--- config.mk ---
export PLATFORM = sky130hd
export DESIGN_NAME = ram2_fifo_ctrl_flat
export DESIGN_NICKNAME = d
export VERILOG_FILES = /design/src/rtl/ram2_fifo_ctrl_if.sv /design/src/rtl/ram2_fifo_ctrl.sv /design/src/flat_wrapper.sv
export SDC_FILE = /design/constraint.sdc
export NUM_CORES = 1
export LEC_CHECK = 0
export CAP_MARGIN = 20
export CORE_MARGIN = 2
export CORE_UTILIZATION = 38
export CTS_BUF_LIST = sky130_fd_sc_hd__clkbuf_8
export CTS_CLUSTER_DIAMETER = 50
export DETAILED_ROUTE_END_ITERATION = 10
export PLACE_DENSITY_LB_ADDON = 0.15
export SLEW_MARGIN = 10
export SYNTH_ARGS = -nofsm -noshare
export SYNTH_HDL_FRONTEND = slang
export SYNTH_SLANG_ARGS = --single-unit
--- constraint.sdc ---
create_clock -name clk -period 3.3 [get_ports clk]
set_input_delay 0.495 -clock clk [delete_from_list [all_inputs] [get_ports clk]]
set_output_delay 0.495 -clock clk [all_outputs]
set_load 0.05 [all_outputs]
--- src/rtl/ram2_fifo_ctrl_if.sv ---
// Stream and RAM-side signal bundle for the dual-port RAM FIFO controller.
// The slave modport is the controller's view; master is the surrounding
// environment (upstream source, downstream sink and RAM).
interface ram2_fifo_ctrl_if #(
  parameter int DATA_WIDTH = 32,
  parameter int ADDR_WIDTH = 1
);
  // upstream word stream
  logic [DATA_WIDTH-1:0] in_data;
  logic                  in_valid;
  logic                  in_ready;
  // downstream word stream
  logic [DATA_WIDTH-1:0] out_data;
  logic                  out_valid;
  logic                  out_ready;
  // RAM write/read ports
  logic [DATA_WIDTH-1:0] ram_data;
  logic [ADDR_WIDTH-1:0] ram_wraddress;
  logic                  ram_wren;
  logic [ADDR_WIDTH-1:0] ram_rdaddress;
  logic [DATA_WIDTH-1:0] ram_q;
  // occupancy: unfetched RAM words plus the fetch/output stage word
  logic [ADDR_WIDTH+1:0] level;

  modport slave (
    input  in_data, in_valid, out_ready, ram_q,
    output in_ready, out_data, out_valid,
    output ram_data, ram_wraddress, ram_wren, ram_rdaddress, level
  );

  modport master (
    output in_data, in_valid, out_ready, ram_q,
    input  in_ready, out_data, out_valid,
    input  ram_data, ram_wraddress, ram_wren, ram_rdaddress, level
  );
endinterface

--- src/rtl/ram2_fifo_ctrl.sv ---
// FIFO controller around an external dual-port RAM (both RAM clocks on clk).
// Writes accepted words into the RAM, fetches them back in order and holds
// each on a registered valid/ready output stage.
module ram2_fifo_ctrl #(
  parameter int DATA_WIDTH = 32,
  parameter int ADDR_WIDTH = 1
) (
  input  logic             clk,
  input  logic             rst_n,
  ram2_fifo_ctrl_if.slave  bus
);

  // RAM depth D = 2**ADDR_WIDTH, built without a 32-bit shift
  localparam logic [ADDR_WIDTH:0] DEPTH = {1'b1, {ADDR_WIDTH{1'b0}}};

  typedef enum logic [1:0] {S_IDLE, S_FETCH, S_VALID} state_t;

  state_t                state;
  state_t                state_next;
  logic [ADDR_WIDTH-1:0] wr_ptr;
  logic [ADDR_WIDTH-1:0] rd_ptr;
  logic [ADDR_WIDTH:0]   ram_cnt;
  logic [DATA_WIDTH-1:0] out_data_q;
  logic                  accept;
  logic                  issue;

  // Write side: a word is accepted whenever the RAM has a free slot.
  assign bus.in_ready      = (ram_cnt < DEPTH);
  assign accept            = bus.in_valid & bus.in_ready;
  assign bus.ram_wren      = accept;
  assign bus.ram_wraddress = wr_ptr;
  assign bus.ram_data      = bus.in_data;

  // Read side: the RAM always looks at the oldest unfetched slot; ram_q
  // is valid one clock after an issue, when the FSM sits in S_FETCH.
  assign bus.ram_rdaddress = rd_ptr;

  assign bus.out_valid = (state == S_VALID);
  assign bus.out_data  = out_data_q;
  assign bus.level     = {1'b0, ram_cnt} + {{(ADDR_WIDTH+1){1'b0}}, (state != S_IDLE)};

  // Next-state and issue decision for the fetch/output stage.
  always_comb begin
    // NOTE: every output of this block gets a default first so no path
    // leaves it unassigned, which would otherwise infer a latch.
    state_next = state;
    issue      = 1'b0;
    case (state)
      S_IDLE: begin
        if (ram_cnt != '0) begin
          issue      = 1'b1;
          state_next = S_FETCH;
        end
      end
      S_FETCH: state_next = S_VALID;
      S_VALID: begin
        if (bus.out_ready) begin
          if (ram_cnt != '0) begin
            issue      = 1'b1;
            state_next = S_FETCH;
          end else begin
            state_next = S_IDLE;
          end
        end
      end
      default: state_next = S_IDLE;
    endcase
  end

  // State register plus pointers, RAM occupancy and the output data stage.
  always_ff @(posedge clk or negedge rst_n) begin
    if (!rst_n) begin
      state      <= S_IDLE;
      wr_ptr     <= '0;
      rd_ptr     <= '0;
      ram_cnt    <= '0;
      // NOTE: RAM contents are deliberately not cleared on reset; zeroing
      // ram_cnt alone guarantees stale words are never fetched.
      out_data_q <= '0;
    end else begin
      // NOTE: non-blocking assignments so every register here updates from
      // the pre-edge values, independent of statement order.
      state <= state_next;
      if (accept) wr_ptr <= wr_ptr + 1'b1;
      if (issue)  rd_ptr <= rd_ptr + 1'b1;
      case ({accept, issue})
        2'b10:   ram_cnt <= ram_cnt + 1'b1;
        2'b01:   ram_cnt <= ram_cnt - 1'b1;
        default: ram_cnt <= ram_cnt;
      endcase
      if (state == S_FETCH) out_data_q <= bus.ram_q;
    end
  end

endmodule
--- src/flat_wrapper.sv ---
// flat-port wrapper written by rule: the top's interface ports become plain ports
module ram2_fifo_ctrl_flat 
#(
  parameter int DATA_WIDTH = 32,
  parameter int ADDR_WIDTH = 1
)
  (clk, rst_n, bus_in_data, bus_in_valid, bus_out_ready, bus_ram_q, bus_in_ready, bus_out_data, bus_out_valid, bus_ram_data, bus_ram_wraddress, bus_ram_wren, bus_ram_rdaddress, bus_level);
  ram2_fifo_ctrl_if #(.DATA_WIDTH(DATA_WIDTH), .ADDR_WIDTH(ADDR_WIDTH)) bus_i ();
  input  logic clk;
  input  logic rst_n;
  input wire logic [$bits(bus_i.in_data)-1:0] bus_in_data;
  input wire logic [$bits(bus_i.in_valid)-1:0] bus_in_valid;
  input wire logic [$bits(bus_i.out_ready)-1:0] bus_out_ready;
  input wire logic [$bits(bus_i.ram_q)-1:0] bus_ram_q;
  output wire logic [$bits(bus_i.in_ready)-1:0] bus_in_ready;
  output wire logic [$bits(bus_i.out_data)-1:0] bus_out_data;
  output wire logic [$bits(bus_i.out_valid)-1:0] bus_out_valid;
  output wire logic [$bits(bus_i.ram_data)-1:0] bus_ram_data;
  output wire logic [$bits(bus_i.ram_wraddress)-1:0] bus_ram_wraddress;
  output wire logic [$bits(bus_i.ram_wren)-1:0] bus_ram_wren;
  output wire logic [$bits(bus_i.ram_rdaddress)-1:0] bus_ram_rdaddress;
  output wire logic [$bits(bus_i.level)-1:0] bus_level;
  assign bus_i.in_data = bus_in_data;
  assign bus_i.in_valid = bus_in_valid;
  assign bus_i.out_ready = bus_out_ready;
  assign bus_i.ram_q = bus_ram_q;
  assign bus_in_ready = bus_i.in_ready;
  assign bus_out_data = bus_i.out_data;
  assign bus_out_valid = bus_i.out_valid;
  assign bus_ram_data = bus_i.ram_data;
  assign bus_ram_wraddress = bus_i.ram_wraddress;
  assign bus_ram_wren = bus_i.ram_wren;
  assign bus_ram_rdaddress = bus_i.ram_rdaddress;
  assign bus_level = bus_i.level;
  ram2_fifo_ctrl #(.DATA_WIDTH(DATA_WIDTH), .ADDR_WIDTH(ADDR_WIDTH)) u_core (.clk(clk), .rst_n(rst_n), .bus(bus_i));
endmodule
==> out/metrics.csv <==
metric,value,unit
status,"finished, final reports clean",
synth-compound-area-share,1.33,%
cp.required,2800,ps
syn_area_per_cell,15.0,sq um
cp-end-kind,primary output,
tightest_slew,821,ps
grt-ovfl-total,0,
ys_ff_latch,38,
pre_cts_slack,850,ps
drtIter0Drc,34,
synth_warnings,0,
vias,1064,
post-cts-setup-buffer-count,0,
drc,0,
clkSlewWorstSetupHoldPaths,70,ps
synth_top_family_by_area,multiplexers,
critPathBufInv,1,
setup_viol,0,
hold_ws,305,ps
fmax,363,MHz
cts.path.max_buffers,2,
fp-row-count,25,
power_density,1370,nW/um^2
start_util,39.7,%
critPathMaxStageDelay,790,ps
clk-insertion-delay-late,280,ps
place_congestion,0.671,
nets,244,
yosysUniqueCellTypes,18,
cts_tree,built,
cts.repair.resized,0,
r2r_slack,1700,ps
cpLargestDelayFamily,buffers and inverters,
holdBufCountCts,0,
grt_util_all_layers,12.8,%
grt_pass1_wl,5510,um
rr_endpoint,u_core.bus.out_data[6],
io_buffer_count,75,
synth.mux.area_fraction,24.9,%
reg2reg_depth,3,
h-tree-depth,2,
cp_max_fo,5,
cts_sinks,38,
grt_max_degree,39,
cts_root_buffer,clkbuf_8,
io-pin-count,140,
die_h,74.4,um
yosys.area_share.xor_xnor,2.32,%
synth_seq_area_share,50.4,%
die-width,74.4,um
fin_util,53.1,%
vias_per_cell,4.41,
grt_pass1_vias,1121,
leakage,1.17,nW
slew_headroom,45.3,%
finalHoldViolCount,0,
reg2reg_from,u_core.state[1],
finalSetupTns,0,ps
core,4750,sq um
synth_nets,197,
drive_above_1_share,25.3,%
path_cells,or2_2 -> ha_1 -> ha_1 -> clkdlybuf4s50_1,
final.period_utilization,83.6,%
syn_area,1890,sq um
final_antenna_net_count,0,
synthAdderAreaFrac,1.99,%
wl_per_cell,15.1,um
numCtsBuffers,5,
critPathKind,flip-flop to primary output,
finalCriticalPeriod,2760,ps
synth-simple-area-share,1.92,%
hpwl,2630,um
crit_path_top_delay_cell,clkdlybuf4s50_1,
area_delta_synth_final,33.9,%
ir_worst_vdd,0.00119,V
dieArea,5540,sq um
crit_arrival,2260,ps
crit_path_start_kind,flip-flop,
fin_skew,4.91,ps
wl,3650,um
postSynthCellCount,126,
drt-pass1-iter-count,3,
antenna_found_initial,0,
maxCapViolations,0,
finalMaxSlewViolations,0,
antennaDiodeCount,0,
rsz0062_at_grt,false,
worst_slack,543,ps
min_path_type,input pin to asynchronous set/reset pin,
worst_path_most_repeated_cell,ha_1,
sequential cells by signal (all words and copies together) (netlist names):
| name | count |
|---|---|
| u_core.bus.out_data | 32 |
| u_core.bus.ram_rdaddress | 1 |
| u_core.bus.ram_wraddress | 1 |
| u_core.ram_cnt | 2 |
| u_core.state | 2 |
per-layer routing:
| layer | wire [um] | track usage, % | vias up | share of wire (%) |
|---|---|---|---|---|
| met5 | 0 | 0 | - | 0 |
| met4 | 54 | 3.57 | 0 | 1.5 |
| met3 | 496 | 5.56 | 13 | 14 |
| met2 | 1720 | 20.6 | 78 | 47 |
| met1 | 1370 | 15.8 | 496 | 38 |
| li1 | - | - | 477 | - |
cell type report:
cell class                      instances  area (sq um)
Fill cell                             433          2230
Sequential cell                        38           951
Timing Repair Buffer                   76           773
Multi-Input combinational cell         49           614
Tap cell                               67          83.8
Clock buffer                            6          82.6
Inverter                                3          11.3
Clock inverter                          2          8.76
power by group:
group          internal, mW  switching (mW)
Combinational         0.964            1.31
Clock                 0.165           0.150
Sequential            0.714           0.151
kinds of logic after synthesis:
logic type | Yosys count
AOI/OAI and AO/OA | 3
xor gates and xnor gates | 5
DFF | 38
buffers and inverters | 39
muxes | 32
and+or+nand+nor | 6
adders and majority gates | 3
metrics by stage:
stage | total power [mW] | cell area (sq um) | cells
after detailed placement | 3.14 | 2410 | 232
after CTS | 3.48 | 2500 | 240
after global routing | 3.62 | 2520 | 241
after floorplan | 2.65 | 1890 | 126
final | 3.45 | 2520 | 241
after global placement | 3.11 | 2410 | 232
layout by cell type, fill, tap and decap left out, drive strengths merged:
cell type | synthesis | layout
clkbuf | 0 | 6
nor2 | 1 | 1
clkdlybuf4s50 | 0 | 74
xnor2 | 3 | 3
nand2 | 1 | 1
and2b | 1 | 1
or2b | 1 | 1
ha | 3 | 3
dfrtp | 38 | 38
mux2 | 32 | 32
buf | 36 | 2
clkinv | 0 | 1
nand2b | 1 | 1
o21ai | 1 | 1
o211a | 2 | 2
or2 | 1 | 1
xor2 | 2 | 2
inv | 3 | 4
worst max-delay path by stage:
stage                    start           end  slack [ps]  cells past startpoint
6_report       u_core.state[0]  bus_level[1]         540                      4
5_1_grt        u_core.state[0]  bus_level[1]         480                      4
4_1_cts        u_core.state[0]  bus_level[1]         510                      4
3_5_place_dp   u_core.state[0]  bus_level[1]         850                      4
3_3_place_gp   u_core.state[0]  bus_level[1]         870                      4
2_1_floorplan  u_core.state[0]  bus_level[1]        1410                      3
cell usage after synthesis (all sizes together):
cell type / instances / area, sq um
dfrtp: 38 / 951
buf: 36 / 312
mux2: 32 / 469
ha: 3 / 37.5
inv: 3 / 11.3
xnor2: 3 / 26.3
o211a: 2 / 20.0
xor2: 2 / 17.5
and2b: 1 / 8.76
nand2: 1 / 3.75
nand2b: 1 / 6.26
nor2: 1 / 3.75
o21ai: 1 / 5.00
or2: 1 / 6.26
or2b: 1 / 7.51
(Power assumes the default switching activity.)
